**src/rtl/sb_gb_sync.sv**
```systemverilog
// rtl/sb_gb_sync.sv - N-stage 1-bit synchronizer with synchronous active-high reset
module sb_gb_sync #(
    parameter int STAGES = 2
) (
    input  logic clk,
    input  logic rst,
    input  logic d,
    output logic q
);

    logic [STAGES-1:0] r_sync;

    always_ff @(posedge clk) begin
        if (rst) begin
            r_sync <= '0;
        end else begin
            r_sync <= {r_sync[STAGES-2:0], d};
        end
    end

    assign q = r_sync[STAGES-1];

endmodule

```
**src/rtl/sb_gb.sv**
```systemverilog
// rtl/sb_gb.sv - global buffer pass-through with a clk-domain edge/stuck activity monitor
module sb_gb #(
    parameter int CNT_W       = 16,
    parameter int TIMEOUT     = 255,
    parameter int SYNC_STAGES = 2
) (
    input  logic             clk,
    input  logic             rst,
    input  logic             USER_SIGNAL_TO_GLOBAL_BUFFER,
    output logic             GLOBAL_BUFFER_OUTPUT,
    input  logic             mon_clr,
    output logic             mon_level,
    output logic [CNT_W-1:0] mon_rise_cnt,
    output logic [CNT_W-1:0] mon_fall_cnt,
    output logic             mon_active,
    output logic             mon_stuck
);

    localparam int PRIME_MAX = SYNC_STAGES + 1;
    localparam int PW        = $clog2(PRIME_MAX + 1);
    localparam int IW        = $clog2(TIMEOUT + 1);

    localparam logic [PW-1:0]    PRIME_DONE = PW'(PRIME_MAX);
    localparam logic [IW-1:0]    IDLE_MAX   = IW'(TIMEOUT);
    localparam logic [CNT_W-1:0] CNT_MAX    = '1;

    // The buffered net never touches a flop: monitor logic only observes it.
    assign GLOBAL_BUFFER_OUTPUT = USER_SIGNAL_TO_GLOBAL_BUFFER;

    logic             w_level;
    logic             w_primed;
    logic             w_rise;
    logic             w_fall;
    logic             w_edge;
    logic             r_prev;
    logic [PW-1:0]    r_prime;
    logic [IW-1:0]    r_idle;
    logic [CNT_W-1:0] r_rise_cnt;
    logic [CNT_W-1:0] r_fall_cnt;
    logic             r_seen;

    sb_gb_sync #(
        .STAGES (SYNC_STAGES)
    ) u_sync (
        .clk (clk),
        .rst (rst),
        .d   (USER_SIGNAL_TO_GLOBAL_BUFFER),
        .q   (w_level)
    );

    // Edges are ignored until the synchronizer and prev flop hold real samples.
    assign w_primed = (r_prime == PRIME_DONE);
    assign w_rise   = w_primed & w_level & ~r_prev;
    assign w_fall   = w_primed & ~w_level & r_prev;
    assign w_edge   = w_rise | w_fall;

    always_ff @(posedge clk) begin
        if (rst) begin
            r_prev     <= 1'b0;
            r_prime    <= '0;
            r_idle     <= '0;
            r_rise_cnt <= '0;
            r_fall_cnt <= '0;
            r_seen     <= 1'b0;
        end else begin
            r_prev <= w_level;
            if (r_prime != PRIME_DONE) begin
                r_prime <= r_prime + PW'(1);
            end
            if (mon_clr) begin
                r_idle     <= '0;
                r_rise_cnt <= '0;
                r_fall_cnt <= '0;
                r_seen     <= 1'b0;
            end else begin
                if (w_rise && (r_rise_cnt != CNT_MAX)) begin
                    r_rise_cnt <= r_rise_cnt + CNT_W'(1);
                end
                if (w_fall && (r_fall_cnt != CNT_MAX)) begin
                    r_fall_cnt <= r_fall_cnt + CNT_W'(1);
                end
                if (w_edge) begin
                    r_idle <= '0;
                    r_seen <= 1'b1;
                end else if (r_idle != IDLE_MAX) begin
                    r_idle <= r_idle + IW'(1);
                end
            end
        end
    end

    assign mon_level    = w_level;
    assign mon_rise_cnt = r_rise_cnt;
    assign mon_fall_cnt = r_fall_cnt;
    assign mon_stuck    = (r_idle == IDLE_MAX);
    assign mon_active   = r_seen & ~mon_stuck;

endmodule

```
**config.mk**
```make
export PLATFORM = sky130hd
export DESIGN_NAME = sb_gb
export DESIGN_NICKNAME = d
export VERILOG_FILES = /design/src/rtl/sb_gb_sync.sv /design/src/rtl/sb_gb.sv
export SDC_FILE = /design/constraint.sdc
export NUM_CORES = 1
export LEC_CHECK = 0
export CAP_MARGIN = 20
export CORE_MARGIN = 5
export CORE_UTILIZATION = 32
export DETAILED_ROUTE_END_ITERATION = 7
export GPL_TIMING_DRIVEN = 0
export PLACE_DENSITY = 0.53
export SYNTH_ARGS = -nofsm -noshare
export SYNTH_HDL_FRONTEND = slang
export SYNTH_HIERARCHICAL = 1
export SYNTH_SLANG_ARGS = --single-unit
```
**constraint.sdc**
```tcl
create_clock -name clk -period 4.4 [get_ports clk]
set_input_delay 0.44 -clock clk [delete_from_list [all_inputs] [get_ports clk]]
set_output_delay 0.44 -clock clk [all_outputs]
set_load 0.005 [all_outputs]
```
==> impl_metrics.json, run 1 <==
{
  "grt.total_usage_pct": 12.8,
  "dp_hpwl_mm": 4.18,
  "syn_inst": 264,
  "status": "complete, no violations",
  "post_cts_buffers": 0,
  "initial_core_util_pct": 32.7,
  "first_pass_iters": 4,
  "htreeDepth": 2,
  "critical_path_arrival_ns": 2.29,
  "worstHoldStart": "u_sync/r_sync[0]",
  "antenna_found_initial": 0,
  "required_ns": 3.96,
  "cts_sinks": 46,
  "end_kind": "primary output",
  "fillers": 738,
  "drt-initial-drc-count": 79,
  "gr-total-overflow": 0,
  "r2r-start": "r_prime[0]",
  "pwr-share-clk_pct": 36.7,
  "tightest_slew_ns": 0.599,
  "gp_congestion": 0.779,
  "grt_pass1_vias": 1902,
  "port-buffer-count": 39,
  "synth_edf_count": 0,
  "antenna_left": 0,
  "final-hold-violation-count": 0,
  "root_buffer": "clkbuf_8",
  "setup_tns_ns": 0,
  "core-area_mm2": 0.00718,
  "finalHoldWorstSlack_ns": 0.442,
  "die_area_mm2": 0.00913,
  "fp.dieH_um": 95.6,
  "synthDistinctLibCells": 48,
  "ys_seq_area_share_pct": 39.3,
  "power.internal_mw": 0.566,
  "maxSlewViolCount": 0,
  "synthesis.nets": 272,
  "ios": 40,
  "netlist_area_mm2": 0.00234,
  "rsz0062_at_grt": "no",
  "hp-class": "flip-flop to flip-flop",
  "async_reset_ff_share_pct": 0,
  "die_w_um": 95.6,
  "whs_path_depth": 1,
  "cap_violations": 0,
  "fmax_ghz": 0.367,
  "cts_buffer_depth": 2,
  "numCtsBuffers": 5,
  "stdcell_count": 410,
  "crit_path_start_kind": "flip-flop",
  "r2r_cells": 6,
  "period_minus_slack_ns": 2.73,
  "avgSynthCellArea_um2": 8.88,
  "drc": 0,
  "worstSetupStartpoint": "r_idle[0]",
  "layout.nets": 318,
  "maxSlewHeadroom_pct": 59.8,
  "routed_wl_mm": 5.70,
  "synth-main-ff-cell": "dfxtp_1",
  "clk_latency_ns": 0.30,
  "cts-hold-fix-buffers": 0,
  "placedCellCount": 402,
  "criticalPathCategory": "flip-flop to primary output",
  "ys_ff_latch": 46,
  "path_max_fanout": 7,
  "cts_tree": "yes",
  "layout-drive-gt1-share_pct": 7.72,
  "rows": 31,
  "via_per_inst": 5.30,
  "p_sw_share_pct": 22.9,
  "vdd_ir_drop_max_mv": 0.155,
  "pwr-share-seq_pct": 58.2,
  "synthToLayoutAreaGrowth_pct": 25.8,
  "grt_pass1_wl_mm": 9.27,
  "fin_skew_ns": 0.00907,
  "switchingPower_mw": 0.168,
  "post-route-period-util_pct": 62.0,
  "cts_resized": 0,
  "power.density_mw_per_mm2": 249,
  "vias": 2172,
  "setup_viol": 0,
  "yosys_warnings": 6,
  "wl_per_cell_um": 13.9,
  "clkTransAtPathRegs_ns": 0.08,
  "diodes": 0,
  "grt_max_degree": 14,
  "p_leak_nw": 1.02,
  "p_comb_share_pct": 5.1
}
power groups by stage:
stage | Combinational [mW] | Sequential [mW] | Clock [mW]
2_1_floorplan | 0.0248 | 0.436 | 0
3_3_place_gp | 0.0374 | 0.437 | 0
3_5_place_dp | 0.0384 | 0.437 | 0
4_1_cts | 0.0386 | 0.427 | 0.282
5_1_grt | 0.0425 | 0.428 | 0.296
6_report | 0.0376 | 0.427 | 0.269
kinds of logic (layout without fill, tap and decap cells):
family	count (synthesis)	after routing	share of synthesized area (%)
AND/OR/NAND/NOR	123	123	32.6
XOR/XNOR	4	4	1.50
flip-flops	46	46	39.3
adder cells (fa/ha/maj)	4	4	2.14
AO/OA/AOI/OAI	67	67	19.1
buffers and inverters	14	61	2.78
multiplexers	6	6	2.56
worst max-delay path: stages, from the launching register on:
cell	delay, ns
dfxtp_1	0.40
ha_1	0.21
and3_1	0.16
clkbuf_1	0.20
nand4_1	0.32
and2_1	0.28
clkdlybuf4s50_1	0.44
final cells by class:
cell class                      count  area (um2)  area share (%)
Clock inverter                      1        5.00           0.170
Clock buffer                        7        86.3            2.93
Tap cell                           99         124            4.20
Multi-Input combinational cell    204        1360            46.0
Sequential cell                    46         921            31.2
Inverter                            4        15.0           0.509
Timing Repair Buffer               39         390            13.2
Buffer                             10        50.0            1.70
cell usage in the layout (no fill, tap or decap), types with 9 or more instances in the layout:
cell type	n
a21oi_1	19
clkdlybuf4s50_1	39
dfxtp_1	46
nand2_1	21
nand3_1	14
nand4_1	9
nor2_1	13
nor3_1	9
o31ai_1	11
or4_1	12
registers in the layout, summed over array words and instances (netlist names):
name           count
r_idle             8
r_prime            2
r_prev             1
mon_rise_cnt      16
u_sync/r_sync      2
r_seen             1
mon_fall_cnt      16
routing by layer:
layer  track usage (%)  wire (um)
met1              17.2       2820
met2              20.1       2600
met3              2.76        218
met4              4.50         61
met5                 0          0
synth_stat cells, types with 6 or more instances:
library cell	count	share of area (%)
nor3_1	9	1.9
o31ai_1	11	3.5
a21oi_1	19	4.1
o21ai_0	6	1.3
nand4_1	9	2.4
nand3_1	14	3.0
nor2_1	13	2.1
mux2i_1	6	2.6
dfxtp_1	46	39
or4_1	12	3.8
and3_1	8	2.1
a31oi_1	8	2.1
nand2_1	21	3.4
and4_1	7	2.6
through the flow:
stage / setup WS, ns / area [um2] / utilization, % / power [mW]
floorplan: 2.60 / 2340 / - / 0.461
global placement: 1.96 / 2860 / 39.8 / 0.474
detailed placement: 2.01 / 2860 / 39.8 / 0.475
CTS: 1.67 / 2950 / 41.1 / 0.748
global route: 1.54 / 2950 / 41.1 / 0.767
finish: 1.67 / 2950 / 41.1 / 0.734
final timing paths:
check / endpoint / slack [ns]
setup / recovery: mon_active / 1.67
hold / removal: u_sync/r_sync[1] / 0.44
setup reg to reg: mon_fall_cnt[15] / 2.47
hold reg to reg: u_sync/r_sync[1] / 0.44
No activity file was read; power rests on OpenSTA's default activity.
==> run 2, diff against run 1 <==
--- a/config.mk
+++ b/config.mk
@@ -10,7 +10,7 @@
 export CORE_UTILIZATION = 32
 export DETAILED_ROUTE_END_ITERATION = 7
 export GPL_TIMING_DRIVEN = 0
-export PLACE_DENSITY = 0.53
+export PLACE_DENSITY = 0.55
 export SYNTH_ARGS = -nofsm -noshare
 export SYNTH_HDL_FRONTEND = slang
 export SYNTH_HIERARCHICAL = 1
==> constraint.sdc (replaced) <==
create_clock -name clk -period 2.4 [get_ports clk]
set_input_delay 0.24 -clock clk [delete_from_list [all_inputs] [get_ports clk]]
set_output_delay 0.24 -clock clk [all_outputs]
set_load 0.005 [all_outputs]
==> run 2 against run 1 <==
Net effect: sequential power up 83%; clock skew grew 0.00094 ns; clock power up 86%; die area is the same.
==> impl_metrics.json, run 2 (synthesis gave the netlist of run 1 again) <==
{
  "setup_tns_ns": 0,
  "maxSlewViolCount": 0,
  "rsz0062_at_grt": "no",
  "path_max_fanout": 6,
  "power.density_mw_per_mm2": 457,
  "port-buffer-count": 39,
  "pre_cts_slack_ns": 0.186,
  "vias": 2201,
  "criticalPathCategory": "flip-flop to primary output",
  "drt-initial-drc-count": 90,
  "gp_congestion": 0.773,
  "fin_skew_ns": 0.0100,
  "vdd_ir_drop_max_mv": 0.254,
  "tightest_slew_ns": 0.571,
  "grt_pass1_vias": 1997,
  "r2r_cells": 6,
  "antenna_left": 0,
  "grtUsageMet3_pct": 2.45,
  "pwr-share-seq_pct": 58.0,
  "numCtsBuffers": 5,
  "first_pass_iters": 4,
  "pwr-share-clk_pct": 37.0,
  "r2r_end": "mon_rise_cnt[13]",
  "maxSlewHeadroom_pct": 61.7,
  "core-area_mm2": 0.00718,
  "wl_per_cell_um": 14.1,
  "diodes": 0,
  "final-hold-violation-count": 0,
  "r2r-start": "mon_rise_cnt[0]",
  "busiest_layer": "met2",
  "fmax_ghz": 0.444,
  "p_sw_share_pct": 23.2,
  "crit_family": "simple AND/OR/NAND/NOR gates",
  "die_w_um": 95.6,
  "final_common_cell": "dfxtp_1",
  "cts_tree": "yes",
  "required_ns": 2.16,
  "crit_chain": "ha_1 > and3_1 > nand4_1 > and2_1 > clkdlybuf4s50_1",
  "setup_ws_ns": 0.150,
  "fp.dieH_um": 95.6,
  "grt_pass1_wl_mm": 9.43,
  "rows": 31,
  "htreeDepth": 2,
  "cp_num_cells": 5,
  "cap_violations": 0,
  "period_minus_slack_ns": 2.25,
  "rrSetupSlack_ns": 0.47,
  "grt.met1_usage_pct": 17.4,
  "ios": 40,
  "grtUsageMet2_pct": 20.6,
  "die_area_mm2": 0.00913,
  "status": "complete, no violations",
  "power.internal_mw": 1.04,
  "critical_path_arrival_ns": 2.01,
  "cts-hold-fix-buffers": 0,
  "cp_num_buf_inv": 1,
  "final_cell_mix": "dfxtp_1 (46), clkdlybuf4s50_1 (39), nand2_1 (21), a21oi_1 (19), nand3_1 (14)",
  "hp-class": "flip-flop to flip-flop",
  "placedCellCount": 402,
  "clk_latency_ns": 0.30,
  "synthToLayoutAreaGrowth_pct": 26.0,
  "final_util_pct": 41.2,
  "via_per_inst": 5.37,
  "gr-total-overflow": 0,
  "endpoint": "mon_active",
  "p_comb_share_pct": 5.0,
  "switchingPower_mw": 0.313,
  "root_buffer": "clkbuf_8",
  "layout-drive-gt1-share_pct": 8.04,
  "grt.total_usage_pct": 12.9,
  "setup_viol": 0,
  "crit_path_top_delay_cell": "clkdlybuf4s50_1",
  "p_leak_nw": 1.02,
  "cts_resized": 0,
  "initial_core_util_pct": 32.7,
  "dp_hpwl_mm": 4.10,
  "clkTransAtPathRegs_ns": 0.09,
  "antenna_found_initial": 0,
  "crit_path_start_kind": "flip-flop",
  "worstSetupStartpoint": "r_idle[0]",
  "layout.nets": 318,
  "routed_wl_mm": 5.77,
  "post-route-period-util_pct": 93.8,
  "grt_max_degree": 14,
  "stdcell_count": 410,
  "end_kind": "primary output",
  "cts_buffer_depth": 2,
  "drc": 0,
  "critical_path.max_stage_delay_ns": 0.43,
  "cts_sinks": 46
}
[run 2: changes by cell type in the layout (fill, tap and decap cells not counted), sizes merged]
cell	before	now
clkbuf	12	11
buf	5	6
[run 2: worst register-to-register path, cell delays in order (launching register included)]
cell	delay, ns
dfxtp_1	0.37
ha_1	0.22
and3_1	0.23
and4_4	0.23
buf_2	0.18
or4_1	0.48
a21oi_1	0.14
[run 2: layout make-up]
type	count	area (um2)
plain buffers	9	46.3
clock buffers	7	86.3
clock inverters	1	5.00
fillers	749	4220
inverters	4	15.0
multi-input cells	204	1360
flip-flops and latches	46	921
well taps	99	124
repair buffers	40	398
[run 2: repair_timing]
item	4_1_cts	5_1_grt
setup endpoints to repair	2	2
pin swaps	1	1
buffers inserted	1	0
[run 2: worst min path at each step]
stage                             endpoint  cells past startpoint             start
after floorplan                     r_prev                      1               rst
after global placement    u_sync/r_sync[1]                      1  u_sync/r_sync[0]
after detailed placement  u_sync/r_sync[1]                      1  u_sync/r_sync[0]
after CTS                 u_sync/r_sync[1]                      1  u_sync/r_sync[0]
after global routing      u_sync/r_sync[1]                      1  u_sync/r_sync[0]
final                     u_sync/r_sync[1]                      1  u_sync/r_sync[0]
[run 2: per-layer routing]
metal	up-vias	routed length, um
li1	1122	-
met1	1033	2850
met2	40	2640
met3	6	198
met4	0	78
met5	-	0
[run 2: power groups by stage]
stage	combinational (mW)	clock, mW	sequential, mW
final	0.0682	0.499	0.783
after global routing	0.0803	0.555	0.786
after CTS	0.0694	0.518	0.783
after detailed placement	0.0689	0	0.801
after global placement	0.0677	0	0.801
after floorplan	0.0455	0	0.799
[run 2: per-stage QoR]
step / hold slack, ns / area [um2] / power [mW]
floorplan: 0.312 / 2340 / 0.845
global placement: 0.419 / 2860 / 0.868
detailed placement: 0.435 / 2860 / 0.870
CTS: 0.454 / 2960 / 1.37
global route: 0.479 / 2950 / 1.42
finish: 0.446 / 2950 / 1.35
==> run 3, diff against run 2 <==
--- a/config.mk
+++ b/config.mk
@@ -15,3 +15,4 @@
 export SYNTH_HDL_FRONTEND = slang
 export SYNTH_HIERARCHICAL = 1
 export SYNTH_SLANG_ARGS = --single-unit
+export TNS_END_PERCENT = 20
==> results of run 3 <==
Same layout as run 2: the final DEF is identical, and so are final timing and power.
